File: src/rtl/data_bus_bridge_pkg.sv
// Shared definitions for the MEM-stage data bus bridge: FSM encoding,
// default transaction timeout and the all-zero data word.
package data_bus_bridge_pkg;

    typedef enum logic [2:0] {
        S_IDLE = 3'd0,
        S_REQ  = 3'd1,
        S_WAIT = 3'd2,
        S_DONE = 3'd3,
        S_DROP = 3'd4
    } state_t;

    localparam int          TIMEOUT_DEFAULT = 255;
    localparam logic [31:0] ZeroWord        = 32'h0000_0000;

endpackage

File: src/rtl/data_bus_bridge.sv
// Bridges MEM-stage loads/stores onto a req/gnt/rvalid bus; stalls the pipe for
// 2+ cycles (IDLE->REQ->DONE minimum), holds bus_* stable until granted, times out after TIMEOUT cycles.
module data_bus_bridge
    import data_bus_bridge_pkg::*;
#(
    parameter int TIMEOUT = TIMEOUT_DEFAULT
) (
    input  logic        clk,
    input  logic        rst,
    input  logic        cpu_ce_i,
    input  logic        cpu_we_i,
    input  logic [3:0]  cpu_sel_i,
    input  logic [31:0] cpu_addr_i,
    input  logic [31:0] cpu_data_i,
    output logic [31:0] cpu_data_o,
    output logic        stallreq_o,
    input  logic        stall_i,
    input  logic        flush_i,
    output logic        bus_req_o,
    output logic        bus_we_o,
    output logic [3:0]  bus_sel_o,
    output logic [31:0] bus_addr_o,
    output logic [31:0] bus_wdata_o,
    input  logic        bus_gnt_i,
    input  logic        bus_rvalid_i,
    input  logic [31:0] bus_rdata_i,
    output logic        bus_err_o
);

    state_t     state, state_nxt;
    logic [7:0] cnt;
    logic       stall, issue, drop_req, take_data, timeout, expired;

    // >= rather than == so a grant on the final REQ cycle still times out in WAIT.
    assign expired    = (cnt >= 8'(TIMEOUT - 1));
    assign stallreq_o = stall & ~rst;

    always_ff @(posedge clk) begin
        if (rst) state <= S_IDLE;
        else     state <= state_nxt;
    end

    always_comb begin
        state_nxt = state;
        stall     = 1'b0;
        issue     = 1'b0;
        drop_req  = 1'b0;
        take_data = 1'b0;
        timeout   = 1'b0;
        case (state)
            S_IDLE: begin
                if (cpu_ce_i && !flush_i) begin
                    stall     = 1'b1;
                    issue     = 1'b1;
                    state_nxt = S_REQ;
                end
            end
            S_REQ: begin
                stall = 1'b1;
                if (flush_i) begin
                    drop_req  = 1'b1;
                    state_nxt = S_IDLE;
                end else if (bus_gnt_i) begin
                    drop_req  = 1'b1;
                    take_data = bus_rvalid_i;
                    state_nxt = bus_rvalid_i ? S_DONE : S_WAIT;
                end else if (expired) begin
                    drop_req  = 1'b1;
                    timeout   = 1'b1;
                    state_nxt = S_DONE;
                end
            end
            S_WAIT: begin
                stall = 1'b1;
                // A response coinciding with a flush drains the request but is discarded.
                if (bus_rvalid_i) begin
                    take_data = !flush_i;
                    state_nxt = flush_i ? S_IDLE : S_DONE;
                end else if (expired) begin
                    timeout   = 1'b1;
                    state_nxt = S_DONE;
                end else if (flush_i) begin
                    state_nxt = S_DROP;
                end
            end
            S_DONE: begin
                if (flush_i || !stall_i) state_nxt = S_IDLE;
            end
            S_DROP: begin
                stall = cpu_ce_i;
                if (bus_rvalid_i) state_nxt = S_IDLE;
            end
            default: state_nxt = S_IDLE;
        endcase
    end

    always_ff @(posedge clk) begin
        if (rst) begin
            bus_req_o   <= 1'b0;
            bus_we_o    <= 1'b0;
            bus_sel_o   <= 4'h0;
            bus_addr_o  <= 32'h0;
            bus_wdata_o <= 32'h0;
            cpu_data_o  <= ZeroWord;
            bus_err_o   <= 1'b0;
            cnt         <= 8'h0;
        end else begin
            bus_err_o <= timeout;
            if (issue) begin
                bus_req_o   <= 1'b1;
                bus_we_o    <= cpu_we_i;
                bus_sel_o   <= cpu_sel_i;
                bus_addr_o  <= cpu_addr_i;
                bus_wdata_o <= cpu_data_i;
                cnt         <= 8'h0;
            end else if (state == S_REQ || state == S_WAIT) begin
                cnt <= cnt + 8'd1;
            end
            if (drop_req) bus_req_o <= 1'b0;
            if (take_data && !bus_we_o) cpu_data_o <= bus_rdata_i;
            if (timeout) cpu_data_o <= ZeroWord;
        end
    end

endmodule

File: config.mk
export PLATFORM = sky130hd
export DESIGN_NAME = data_bus_bridge
export DESIGN_NICKNAME = d
export VERILOG_FILES = /design/src/rtl/data_bus_bridge_pkg.sv /design/src/rtl/data_bus_bridge.sv
export SDC_FILE = /design/constraint.sdc
export NUM_CORES = 1
export LEC_CHECK = 0
export CAP_MARGIN = 25
export CORE_MARGIN = 3
export CORE_UTILIZATION = 29
export CTS_BUF_LIST = sky130_fd_sc_hd__clkbuf_8
export CTS_CLUSTER_SIZE = 10
export DETAILED_ROUTE_END_ITERATION = 10
export PLACE_DENSITY_LB_ADDON = 0.08
export SETUP_SLACK_MARGIN = 0.4
export SLEW_MARGIN = 20
export SYNTH_ARGS = -nofsm -noshare
export SYNTH_HDL_FRONTEND = slang
export SYNTH_SLANG_ARGS = --single-unit
File: constraint.sdc
create_clock -name clk -period 1.6 [get_ports clk]
set_input_delay 0.32 -clock clk [delete_from_list [all_inputs] [get_ports clk]]
set_output_delay 0.32 -clock clk [all_outputs]
set_load 0.02 [all_outputs]
# After elaboration in Yosys (flattened, before gate mapping)
# Index checks and enable logic that the tools add are counted.
# W data, S select, Z words.
# word_totals
register_bits	114
in_bits	108
output_inout_bits	104
# op_classes
addsub	1
magnitude_cmp	1
n_eq_ne	9
n_mux	27
bitwise_logic	2
n_reduce_logical	13
# op_table
cell	count
$mux W3	9
$pmux W3 S5	1
$mux W1	13
$add A8 B1 Y8 const B	1
$ge A8 B8 Y1 const B	1
$ne A4 B4 Y1 const B	2
$reduce_or A2 Y1	4
$eq A3 B2 Y1 const B	2
$ne A2 B2 Y1 const B	3
$reduce_and A5 Y1	1
$pmux W1 S2	2
$eq A3 B1 Y1 const B	1
$eq A3 B3 Y1 const B	1
$logic_not A1 Y1	3
$logic_not A3 Y1	1
$pmux W1 S3	1
$logic_and A1 B1 Y1	2
$logic_or A1 B1 Y1	2
$mux W2	1
$and A1 B1 Y1	1
$not A1 Y1	1

# Depth between registers and ports, before layout
# Gate-level depths: netlist of the first run.
# logic_depth
depth_word	6
depth_mapped	6
mapped_depth_nobuf	6

# Worst setup path before layout of the first run
# Ideal clock, no wire load.
# synth_path
path_type	reg-to-reg
from	reg cnt[1]
to	reg state[2]
setup_ns	0.070
t_arrival_ns	1.663
path_slack_ns	-0.133
path_stages_with_launch	6
cell_sequence	dfxtp_1 ha_1 o2111ai_4 a22o_1 or4_1 a21oi_1
# synth_via
elab_chain_cells	4
# synth_rtl
item	line_no	source
start, declared	data_bus_bridge.sv:31	logic [7:0] cnt;
start signal, assigned	data_bus_bridge.sv:117	cnt <= cnt + 8'd1;
$ge A8 B8 Y1 (*)	data_bus_bridge.sv:35	assign expired = (cnt >= 8'(TIMEOUT - 1));
$mux W3	data_bus_bridge.sv:79	end else if (expired) begin
$mux W3	data_bus_bridge.sv:76	if (bus_rvalid_i) begin
$pmux W3 S5	data_bus_bridge.sv:50	case (state)
end signal, assigned	data_bus_bridge.sv:40	else state <= state_nxt;
end, declared	data_bus_bridge.sv:30	state_t state, state_nxt;
# Every way passes the cells marked *; elsewhere a longest branch is shown, timed or not.
# A chain may end at the register's enable or synchronous reset.

# Final worst setup path of the first run
# layout_path
from	reg state[1]
to	out stallreq_o
# layout_via
elab_chain_cells	4
# layout_rtl
item	line_no	source
$eq A3 B1 Y1 or $eq A3 B2 Y1 (tied branches)	data_bus_bridge.sv:50	
$reduce_or A2 Y1 (no line)	-	
$pmux W1 S3 (*)	data_bus_bridge.sv:50	
$and A1 B1 Y1 (*)	data_bus_bridge.sv:36	assign stallreq_o = stall & ~rst;
end, declared	data_bus_bridge.sv:16	output logic stallreq_o,
# Marked as above.

==> impl_metrics.ini, run 1 <==
[outcome]
result_of_the_run = finished, violations left
failed_checks = negative setup slack

[placed_design]
gp_congestion = 0.780
port-buffer-count = 211
dpl_cell_area_sq_um = 6820
hpwlAfterDp_microns = 9560

[global_route]
antenna_violations_before_repair = 0
overflow = 0
total_track_usage_pct = 17.2
via_count_of_the_first_global_routing_pass = 4536
grt_max_degree = 58
global_route_wire_length_before_repair_microns = 22200

[setup_path]
worst_setup_path_endpoint = stallreq_o
cp_data_arrival_time_ps = 1510
setup.worst_path.end_class = output port
critPathLaunch = state[1]
critical_path_class = register to output port
crit-reg2reg-launch = state[1]
critical_path.reg2reg.endpoint = cpu_data_o[28]
cp_max_fo = 8
reg2regPathDepth = 8
worst_setup_sp_type = register
critPathRequiredTime_ps = 1280
timing.reg2reg.setup_slack_ps = -170

[clock_tree]
cts.sinks = 114
cts_tree = built
cts_max_level = 4
clock_latency_ps = 430
cts_hold_repair.buffers = 0
cts-root-to-sink-buffers = 2
cts.reportedPaths.clkPinSlew_ps = 60
cts_root_buffer = clkbuf_8
total_cts_buffers = 17

[pwr]
power.total_mw = 6.79
leakage_nw = 3.03
vdd_ir_drop_max_v = 0.000583
power_per_cell_area_nw_per_um2 = 886

[sta]
worst_slew_margin_rel_pct = 58.4
fin_skew_ps = 4.27
timing.fmax_ghz = 0.546
postLayoutSetupSlackWorst_ps = -230
final_period_minus_worst_setup_slack_ps = 1830
setup_repair_after_global_routing_missed_its_margin = yes
max_slew.worst_pin.slew_ps = 621
report.final.setup_viol = 35
number_of_pins_exceeding_their_max_slew_limit_in_the_final_report = 0
post-route-period-util_pct = 114
timing.final.hold_violations = 0
final.hold.worst_slack_ps = 357

[die]
start_util_pct = 30.2
die_width_microns = 127
ioPinCount = 212
fp.dieH_microns = 127
design.die.area_sq_um = 16200
placeableCoreArea_sq_um = 14100
std_cell_rows = 43

[routing]
wl_microns = 14000
drt_first_pass_iters = 4
routed-via-count = 4282
remaining_drc_errors = 0
drt.antenna.violating_nets = 0
detail_route.vias_per_cell = 4.58
drc_violation_total_after_the_first_tritonroute_iteration = 132
routed_wire_length_per_instance_microns = 15.0

[synthesis]
synth_warnings = 0
synth_enable_flop_cells = 0
synthCells = 495
postSynthAreaPerCell_sq_um = 8.60
synthesis.area_sq_um = 4260
ys_types = 39
number_of_nets_in_the_synthesized_netlist = 605
synth_sequential_area_ratio_pct = 53.6
post-synth-top-area-cell = dfxtp_1
synth_seq_cells = 114
async_flop_share_pct = 0
ys.flop_type = dfxtp_1
synthDominantCellAreaShare_pct = 53.6
ys_top_cells_by_area = dfxtp_1 54%, nand2_1 13%, a21oi_1 8.5%, mux2i_1 7.5%, nor2_1 4.1%

[layout]
drive_gt1_share_pct = 40.8
layout.cells.most_common_list = 142 x nand2_1, 111 x buf_6, 109 x dfxtp_2
area_delta_synth_final_pct = 80.2
leading_cell_type_in_the_layout_fill_and_taps_excluded = nand2_1
layout.filler_cells = 1291
final_cell_area_sq_um = 7670
design.final.nets = 852
antenna-diode-count = 0

[worst_hold_path]
worst_hold_path_type = input port to register

[flow_run]
max-cap-violations = 0
-- worst min-delay path by stage --
stage	slack, ps	depth (start not counted)	from	endpoint
2_1_floorplan	460	2	cpu_addr_i[0]	bus_addr_o[0]
3_3_place_gp	440	2	bus_wdata_o[29]	bus_wdata_o[29]
3_5_place_dp	450	2	bus_addr_o[24]	bus_addr_o[24]
4_1_cts	310	4	rst	bus_req_o
5_1_grt	340	3	rst	bus_wdata_o[31]
6_report	360	3	rst	bus_wdata_o[31]
-- critical path, cell delays in order, from the launching register on --
cell,delay [ps]
dfxtp_2,350
buf_6,130
nand2b_1,120
a21oi_2,170
a21oi_2,50
nor2_2,130
buf_6,140
-- metrics by stage --
stage	std cells	setup TNS (ps)	util, %	setup WS (ps)
after floorplan	495	-1810	-	-58.6
after global placement	890	-46590	48.4	-490
after detailed placement	890	-49250	48.4	-581
after CTS	934	-4730	54.3	-284
after global routing	934	-8350	54.4	-354
final	934	-4850	54.4	-230
-- flip-flops by register name, summed over array words and instances (netlist names), 3 cells and up --
name	cells
bus_sel_o	4
cnt	8
bus_wdata_o	32
cpu_data_o	32
state	3
bus_addr_o	32
-- metal layers --
metal | track usage, % | vias to the layer above | share of wire (%)
met2 | 29.4 | 169 | 48
met5 | 0 | - | 0
met1 | 18.8 | 1957 | 40
met3 | 7.82 | 21 | 9.4
met4 | 6.25 | 0 | 2.3
li1 | - | 2135 | -
-- cell usage after synthesis, drive strengths merged (3+ instances only) --
library cell  instances
nand2               145
buf                  13
clkbuf               18
mux2i                32
nand2b                5
o21ai                 4
nor2                 47
a21oi                72
nand4                 3
inv                   4
dfxtp               114
xnor2                 3
xor2                  5
-- area by class of cell --
cell class / count / area [sq um] / area share [%]
Clock inverter: 10 / 46.3 / 0.603
Sequential cell: 114 / 2430 / 31.6
Clock buffer: 21 / 289 / 3.77
Tap cell: 180 / 225 / 2.94
Inverter: 4 / 15.0 / 0.196
Multi-Input combinational cell: 346 / 1900 / 24.7
Timing Repair Buffer: 259 / 2770 / 36.2
-- kinds of logic after synthesis --
| family | count (synthesis) | synth area share (%) |
|---|---|---|
| and+or+nand+nor | 212 | 20.1 |
| DFF | 114 | 53.6 |
| AOI/OAI and AO/OA | 92 | 12.9 |
| buffers and inverters | 35 | 3.64 |
| muxes | 32 | 7.52 |
| xor gates and xnor gates | 8 | 1.65 |
| adders and majority gates | 2 | 0.588 |
-- what timing repair did --
item                       4_1_cts  5_1_grt
gates resized for setup        745        8
gates cloned                     3        0
setup buffers                   10        0
setup endpoints to repair      218      218
pin swaps                       15       13
-- where the power goes --
| group | internal [mW] | switching, mW | total, mW |
|---|---|---|---|
| clock | 1.19 | 1.11 | 2.29 |
| combinational | 0.755 | 0.639 | 1.39 |
| sequential | 3.00 | 0.103 | 3.11 |
| total | 4.94 | 1.85 | 6.79 |
Power figures use the tool's default switching activity.
==> run 2: changes to the inputs <==
--- a/config.mk
+++ b/config.mk
@@ -5,6 +5,7 @@
 export SDC_FILE = /design/constraint.sdc
 export NUM_CORES = 1
 export LEC_CHECK = 0
+export ABC_CLOCK_PERIOD_IN_PS = 1600
 export CAP_MARGIN = 25
 export CORE_MARGIN = 3
 export CORE_UTILIZATION = 29
==> results of run 2 <==
Same layout as run 1: the final DEF is identical, and so are final timing and power.
==> run 3: changes to the inputs <==
--- a/config.mk
+++ b/config.mk
@@ -14,7 +14,6 @@
 export DETAILED_ROUTE_END_ITERATION = 10
 export PLACE_DENSITY_LB_ADDON = 0.08
 export SETUP_SLACK_MARGIN = 0.4
-export SLEW_MARGIN = 20
 export SYNTH_ARGS = -nofsm -noshare
 export SYNTH_HDL_FRONTEND = slang
 export SYNTH_SLANG_ARGS = --single-unit
==> results of run 3 <==
Same layout as run 1: the final DEF is identical, and so are final timing and power.
